--- src/rtl/ws2812_rx_if.sv ---
// WS2812 receiver bundle: serial line in, captured frame and status out.
// The master side drives din; the slave (receiver) side owns frame results.
interface ws2812_rx_if #(
    parameter int NUM_LEDS = 16
);
    logic                      din;
    logic [24*NUM_LEDS-1:0]    packed_rgb_data;
    logic                      frame_valid;
    logic                      frame_error;
    logic                      busy;

    modport master (
        output din,
        input  packed_rgb_data, frame_valid, frame_error, busy
    );

    modport slave (
        input  din,
        output packed_rgb_data, frame_valid, frame_error, busy
    );
endinterface

--- src/rtl/ws2812_rx.sv ---
// WS2812 serial decoder: captures NUM_LEDS 24-bit pixels per frame; the frame appears one cycle
// after the reset gap is recognised. No backpressure: frames are published or dropped, never stalled.
module ws2812_rx #(
    parameter int NUM_LEDS = 16,
    parameter int CLK_MHZ  = 12
) (
    input  logic         clk,
    input  logic         reset_n,
    ws2812_rx_if.slave   bus
);
    localparam int FRAME_BITS = 24 * NUM_LEDS;
    localparam int BW         = $clog2(FRAME_BITS + 1);
    localparam int T_BIT      = CLK_MHZ * 600 / 1000;
    localparam int T_HMAX     = CLK_MHZ * 2;
    localparam int T_RESET    = CLK_MHZ * 50;

    // The counter reads (pulse length - 1) in the cycle that observes the pulse ending.
    localparam logic [15:0]   BIT_LIM   = 16'(T_BIT - 1);
    localparam logic [15:0]   HMAX_LIM  = 16'(T_HMAX);
    localparam logic [15:0]   GAP_LIM   = 16'(T_RESET - 1);
    localparam logic [BW-1:0] FRAME_CNT = BW'(FRAME_BITS);
    localparam logic [BW-1:0] BIT_SAT   = BW'(FRAME_BITS + 1);
    localparam logic [BW-1:0] PIX_BITS  = BW'(24);

    typedef enum logic [2:0] {
        WAIT_GAP,
        IDLE,
        HIGH,
        LOW,
        DROP
    } state_t;

    state_t                 state_q, state_d;
    logic                   sync1_q, sync2_q, sync3_q;
    logic [15:0]            cnt_q, cnt_d;
    logic [BW-1:0]          bitcnt_q, bitcnt_d;
    logic [FRAME_BITS-1:0]  shadow_q, shadow_d;
    logic [FRAME_BITS-1:0]  rgb_q, rgb_d;
    logic                   fv_q, fv_d;
    logic                   fe_q, fe_d;

    logic                   ds, ds_rise, ds_fall, gap_done;
    logic [BW-1:0]          wr_idx;

    assign ds      = sync2_q;
    assign ds_rise = sync2_q & ~sync3_q;
    assign ds_fall = ~sync2_q & sync3_q;

    always_ff @(posedge clk or negedge reset_n) begin
        if (!reset_n) begin
            state_q  <= WAIT_GAP;
            sync1_q  <= 1'b0;
            sync2_q  <= 1'b0;
            sync3_q  <= 1'b0;
            cnt_q    <= '0;
            bitcnt_q <= '0;
            shadow_q <= '0;
            rgb_q    <= '0;
            fv_q     <= 1'b0;
            fe_q     <= 1'b0;
        end else begin
            state_q  <= state_d;
            sync1_q  <= bus.din;
            sync2_q  <= sync1_q;
            sync3_q  <= sync2_q;
            cnt_q    <= cnt_d;
            bitcnt_q <= bitcnt_d;
            shadow_q <= shadow_d;
            rgb_q    <= rgb_d;
            fv_q     <= fv_d;
            fe_q     <= fe_d;
        end
    end

    always_comb begin
        state_d  = state_q;
        bitcnt_d = bitcnt_q;
        shadow_d = shadow_q;
        rgb_d    = rgb_q;
        fv_d     = 1'b0;
        fe_d     = 1'b0;

        if (ds_rise || ds_fall) begin
            cnt_d = '0;
        end else if (cnt_q == 16'hFFFF) begin
            cnt_d = cnt_q;
        end else begin
            cnt_d = cnt_q + 16'd1;
        end

        gap_done = ~ds && (cnt_q >= GAP_LIM);
        // Pixel-major, MSB-first placement of the current bit.
        wr_idx   = (bitcnt_q / PIX_BITS) * PIX_BITS
                 + (PIX_BITS - BW'(1) - (bitcnt_q % PIX_BITS));

        case (state_q)
            WAIT_GAP: begin
                if (gap_done) state_d = IDLE;
            end
            IDLE: begin
                if (ds_rise) begin
                    state_d  = HIGH;
                    bitcnt_d = '0;
                end
            end
            HIGH: begin
                if (ds_fall) begin
                    if (bitcnt_q < FRAME_CNT) shadow_d[wr_idx] = (cnt_q >= BIT_LIM);
                    if (bitcnt_q != BIT_SAT) bitcnt_d = bitcnt_q + BW'(1);
                    state_d = LOW;
                end else if (ds && (cnt_q >= HMAX_LIM)) begin
                    state_d = DROP;
                    fe_d    = 1'b1;
                end
            end
            LOW: begin
                if (ds_rise) begin
                    state_d = HIGH;
                end else if (gap_done) begin
                    state_d = IDLE;
                    if (bitcnt_q == FRAME_CNT) begin
                        rgb_d = shadow_q;
                        fv_d  = 1'b1;
                    end else begin
                        fe_d  = 1'b1;
                    end
                end
            end
            DROP: begin
                if (gap_done) state_d = IDLE;
            end
            default: state_d = WAIT_GAP;
        endcase
    end

    assign bus.packed_rgb_data = rgb_q;
    assign bus.frame_valid     = fv_q;
    assign bus.frame_error     = fe_q;
    assign bus.busy            = (state_q == HIGH) || (state_q == LOW);
endmodule

--- src/flat_wrapper.sv ---
// flat-port wrapper written by rule: the top's interface ports become plain ports
module ws2812_rx_flat 
#(
    parameter int NUM_LEDS = 16,
    parameter int CLK_MHZ  = 12
)
  (clk, reset_n, bus_din, bus_packed_rgb_data, bus_frame_valid, bus_frame_error, bus_busy);
  ws2812_rx_if #(.NUM_LEDS(NUM_LEDS)) bus_i ();
  input  logic clk;
  input  logic reset_n;
  input wire logic [$bits(bus_i.din)-1:0] bus_din;
  output wire logic [$bits(bus_i.packed_rgb_data)-1:0] bus_packed_rgb_data;
  output wire logic [$bits(bus_i.frame_valid)-1:0] bus_frame_valid;
  output wire logic [$bits(bus_i.frame_error)-1:0] bus_frame_error;
  output wire logic [$bits(bus_i.busy)-1:0] bus_busy;
  assign bus_i.din = bus_din;
  assign bus_packed_rgb_data = bus_i.packed_rgb_data;
  assign bus_frame_valid = bus_i.frame_valid;
  assign bus_frame_error = bus_i.frame_error;
  assign bus_busy = bus_i.busy;
  ws2812_rx #(.NUM_LEDS(NUM_LEDS), .CLK_MHZ(CLK_MHZ)) u_core (.clk(clk), .reset_n(reset_n), .bus(bus_i));
endmodule
--- config.mk ---
export PLATFORM = sky130hd
export DESIGN_NAME = ws2812_rx_flat
export DESIGN_NICKNAME = d
export VERILOG_FILES = /design/src/rtl/ws2812_rx_if.sv /design/src/rtl/ws2812_rx.sv /design/src/flat_wrapper.sv
export SDC_FILE = /design/constraint.sdc
export NUM_CORES = 1
export LEC_CHECK = 0
export ABC_AREA = 1
export BUFFER_PORTS_ARGS = -buffer_cell sky130_fd_sc_hd__buf_2
export CAP_MARGIN = 20
export CORE_ASPECT_RATIO = 1.75
export CORE_MARGIN = 2
export CORE_UTILIZATION = 50
export DETAILED_ROUTE_END_ITERATION = 10
export GPL_ROUTABILITY_DRIVEN = 0
export PLACE_DENSITY = 0.82
export SYNTH_ARGS = -nofsm -noshare
export SYNTH_HDL_FRONTEND = slang
export SYNTH_SLANG_ARGS = --single-unit
--- constraint.sdc ---
create_clock -name clk -period 4.7 [get_ports clk]
set_input_delay 0.235 -clock clk [delete_from_list [all_inputs] [get_ports clk]]
set_output_delay 0.235 -clock clk [all_outputs]
set_load 0.05 [all_outputs]
==> impl_summary.log <==
[metrics] outcome: finished clean
[metrics] most common cell after layout, fill and taps aside: nand2_1
[metrics] dpl cells: 5,606
[metrics] Min Clock Period, post-route: between 4000 and 5000 ps
[metrics] ANT cells: 0
[metrics] worst-margin pin slew: 1160 ps
[metrics] share of flip-flops with an asynchronous set or reset: 1.00
[metrics] Std-Cell Core Area: between 70,000 and 80,000 um2
[metrics] fraction of final layout cells sized beyond drive strength 1: 0.146
[metrics] count of boundary I/O pins: 390
[metrics] die footprint: 75,800 um2
[metrics] Synth Area per Inst: 8.09 um2
[metrics] overall die width: 209 um
[metrics] Post-Synthesis Cells: 4,547
[metrics] total grt overflow: 0
[metrics] EDFF count, synth: 0
[metrics] Max transition margin: 0.223
[metrics] number of buffers inserted during clock tree synthesis: 72
[metrics] DRC violations left: 0
[metrics] Crit path top cell by count: nand2_1
[metrics] reg2reg setup slack: 250 ps
[metrics] crit share post-route: 0.947
[metrics] number of fill cells: 6,198
[metrics] final wirelength: 107,000 um
[metrics] buffer type at the clock tree root: clkbuf_16
[metrics] count of warnings emitted by yosys: 0
[metrics] average wire per standard cell: ~18 um
[metrics] delay of the slowest cell on the worst path: 450 ps
[metrics] peak clock frequency supported by timing: 225 MHz
[metrics] CP arrival: around 5000 ps
[metrics] commonest non-fill, non-tap cells in the layout: nand2_1 (1,259), dfrtp_1 (798), inv_1 (786)
[metrics] number of nets with antenna violations after detailed routing: 0
[metrics] combined area of all synthesized cells: 36,800 um2
[metrics] cell type of the slowest stage on the worst timing path: dfrtp_2
[metrics] count of H-tree levels built during CTS: 3
[metrics] Slew Limit Fails: 0
[metrics] initial antenna violation count: 0
[metrics] CP endpoint kind: flip-flop
[metrics] deepest clock path buffer count: 3
[metrics] multi-input gate area in the final layout: 12,400 um2
[metrics] Post-layout nets: 4,809
[metrics] wire length of the first global-routing pass: roughly 160,000 um
[metrics] fin util: 0.590
[metrics] # port buffers: 389
[metrics] Post-synth top flop: dfrtp_1
[metrics] Worst EP required: 5220 ps
[metrics] global-route usage over all layers: 0.273
[metrics] depth of the worst register-to-register path: 30
[metrics] HP Class: in -> async
[metrics] sequential share of the synthesized area: 0.545
[metrics] classification of the worst setup path: reg -> reg
[metrics] area of all sequential standard cells: 20,000 um2
[metrics] R2R Path End: u_core.shadow_q[243]
[metrics] summed negative setup slack over all endpoints: 0 ps
[metrics] final setup fails: 0
[metrics] sum of buffers and inverters on the critical path: 9
[metrics] area delta synth->final: 16.8%
[metrics] post-CTS clock slew at the launch and capture registers of the worst setup and hold paths: 70 ps
[metrics] pin count of the biggest net entering global routing: ~250
[metrics] maximum vdd ir drop: between 300 and 400 uV
[metrics] number of DRC violations after detailed-routing iteration 0: 2,831
[metrics] largest clock skew in the final design: about 20 ps
[metrics] DIE HEIGHT: 363 um
[metrics] Starting Density: 0.505
[metrics] Post-DP HPWL: 64,600 um
[metrics] max-capacitance violation count: 0
[metrics] Hold WS: 241 ps
[metrics] library cells used by synthesis: 39
[metrics] number of synthesized register bits: 801
[metrics] reg-to-reg startpoint: u_core.bitcnt_q[7]
[metrics] Vias/cell: ~5.5
[metrics] leakage power figure: approximately 23 nW
[metrics] power density over cell area: 320 nW/um2
[metrics] worst skew pair latency: 620 ps
[metrics] fin cells: 5,771
[metrics] via count of the first global-routing pass: 29.6k
[metrics] Top Family by Delay on Critical Path: simple AND/OR/NAND/NOR gates
[metrics] largest fanout on the critical path: 6
[metrics] number of rows in the core area: 131
[metrics] total iterations of the first detailed-routing run: 6
[metrics] startpoint type of the worst setup path: flip-flop
[metrics] clock net sink count: around 800
[metrics] CTS tree: done
[metrics] hold violation total from the final report: 0
[metrics] via count of the routed design: 31.6k
-- Yosys cell counts, drive strengths merged, types with 2 or more instances --
library cell / n / share of area
nor4: 4 / 0.00068
xor2: 9 / 0.0021
nand3: 414 / 0.057
nand4: 370 / 0.063
xnor2: 3 / 0.00092
nor2: 55 / 0.0070
buf: 157 / 0.023
o21bai: 2 / 0.00041
a21oi: 12 / 0.0017
dfrtp: 801 / 0.55
ha: 20 / 0.0068
a31oi: 5 / 0.00085
fa: 2 / 0.0011
nor3b: 2 / 0.00041
clkbuf: 204 / 0.021
nor3: 13 / 0.0022
nand2: 1261 / 0.13
inv: 797 / 0.081
o21ai: 405 / 0.055
o31ai: 5 / 0.0010
-- per-layer routing --
metal / track usage / part of all wire / routed length, um / vias up
li1: - / - / - / 14800
met1: 0.348 / 0.39 / 41800 / 15100
met2: 0.452 / 0.48 / 51500 / 1427
met3: 0.0365 / 0.067 / 7100 / 300
met4: 0.153 / 0.058 / 6140 / 0
met5: 0 / 0 / 0 / -
-- worst max path at each step --
stage / startpoint / to / slack [ps] / cells past startpoint
floorplan: u_core.bitcnt_q[6] / u_core.shadow_q[364] / 410 / 25
global placement: u_core.bitcnt_q[7] / u_core.shadow_q[163] / 130 / 28
detailed placement: u_core.bitcnt_q[7] / u_core.shadow_q[170] / -60 / 28
CTS: u_core.bitcnt_q[7] / u_core.shadow_q[198] / 20 / 29
global route: u_core.bitcnt_q[7] / u_core.shadow_q[301] / -100 / 28
finish: u_core.bitcnt_q[7] / u_core.shadow_q[243] / 250 / 30
-- flip-flops by register name (all words and copies together), names as in the netlist --
name	count
u_core.bus.frame_valid	1
u_core.sync1_q	1
u_core.bitcnt_q	9
u_core.shadow_q	384
u_core.sync3_q	1
u_core.state_q	3
u_core.ds	1
u_core.cnt_q	16
u_core.bus.packed_rgb_data	384
u_core.bus.frame_error	1
-- cell type report --
type / count / area share
Multi-Input combinational cell: 2590 / 0.289
Clock inverter: 27 / 0.00772
Inverter: 797 / 0.0698
Clock buffer: 103 / 0.0511
Timing Repair Buffer: 522 / 0.0888
Tap cell: 931 / 0.0271
Sequential cell: 801 / 0.467
-- cell families after synthesis --
logic type / Yosys count / share of synthesized area
buffers and inverters: 1158 / 0.125
AND/OR/NAND/NOR: 2120 / 0.259
XOR/XNOR: 12 / 0.00306
AO/OA/AOI/OAI: 433 / 0.0600
other: 1 / 0.000102
adder cells (fa/ha/maj): 22 / 0.00789
flip-flops: 801 / 0.545
-- power breakdown --
part           internal, mW  switching [mW]
clock                  3.60            2.70
combinational         0.133           0.418
sequential             6.90         0.00566
total                  10.6            3.13
-- metrics by stage --
stage,area [um2],setup WS [ps],power [mW]
3_5_place_dp,39700,-58.4,7.52
6_report,42900,248,13.8
4_1_cts,42300,18.3,13.8
5_1_grt,42900,-97.6,14.2
3_3_place_gp,39700,129,7.51
2_1_floorplan,36800,410,7.26
-- timing repair --
action	CTS	global route
setup buffers	4	15
gates resized for setup	1	40
hold buffers	2	0
hold endpoints to repair	99	0
cloned	0	13
setup endpoints to repair	72	384
pin swaps	2	26
Power figures use the tool's default switching activity.
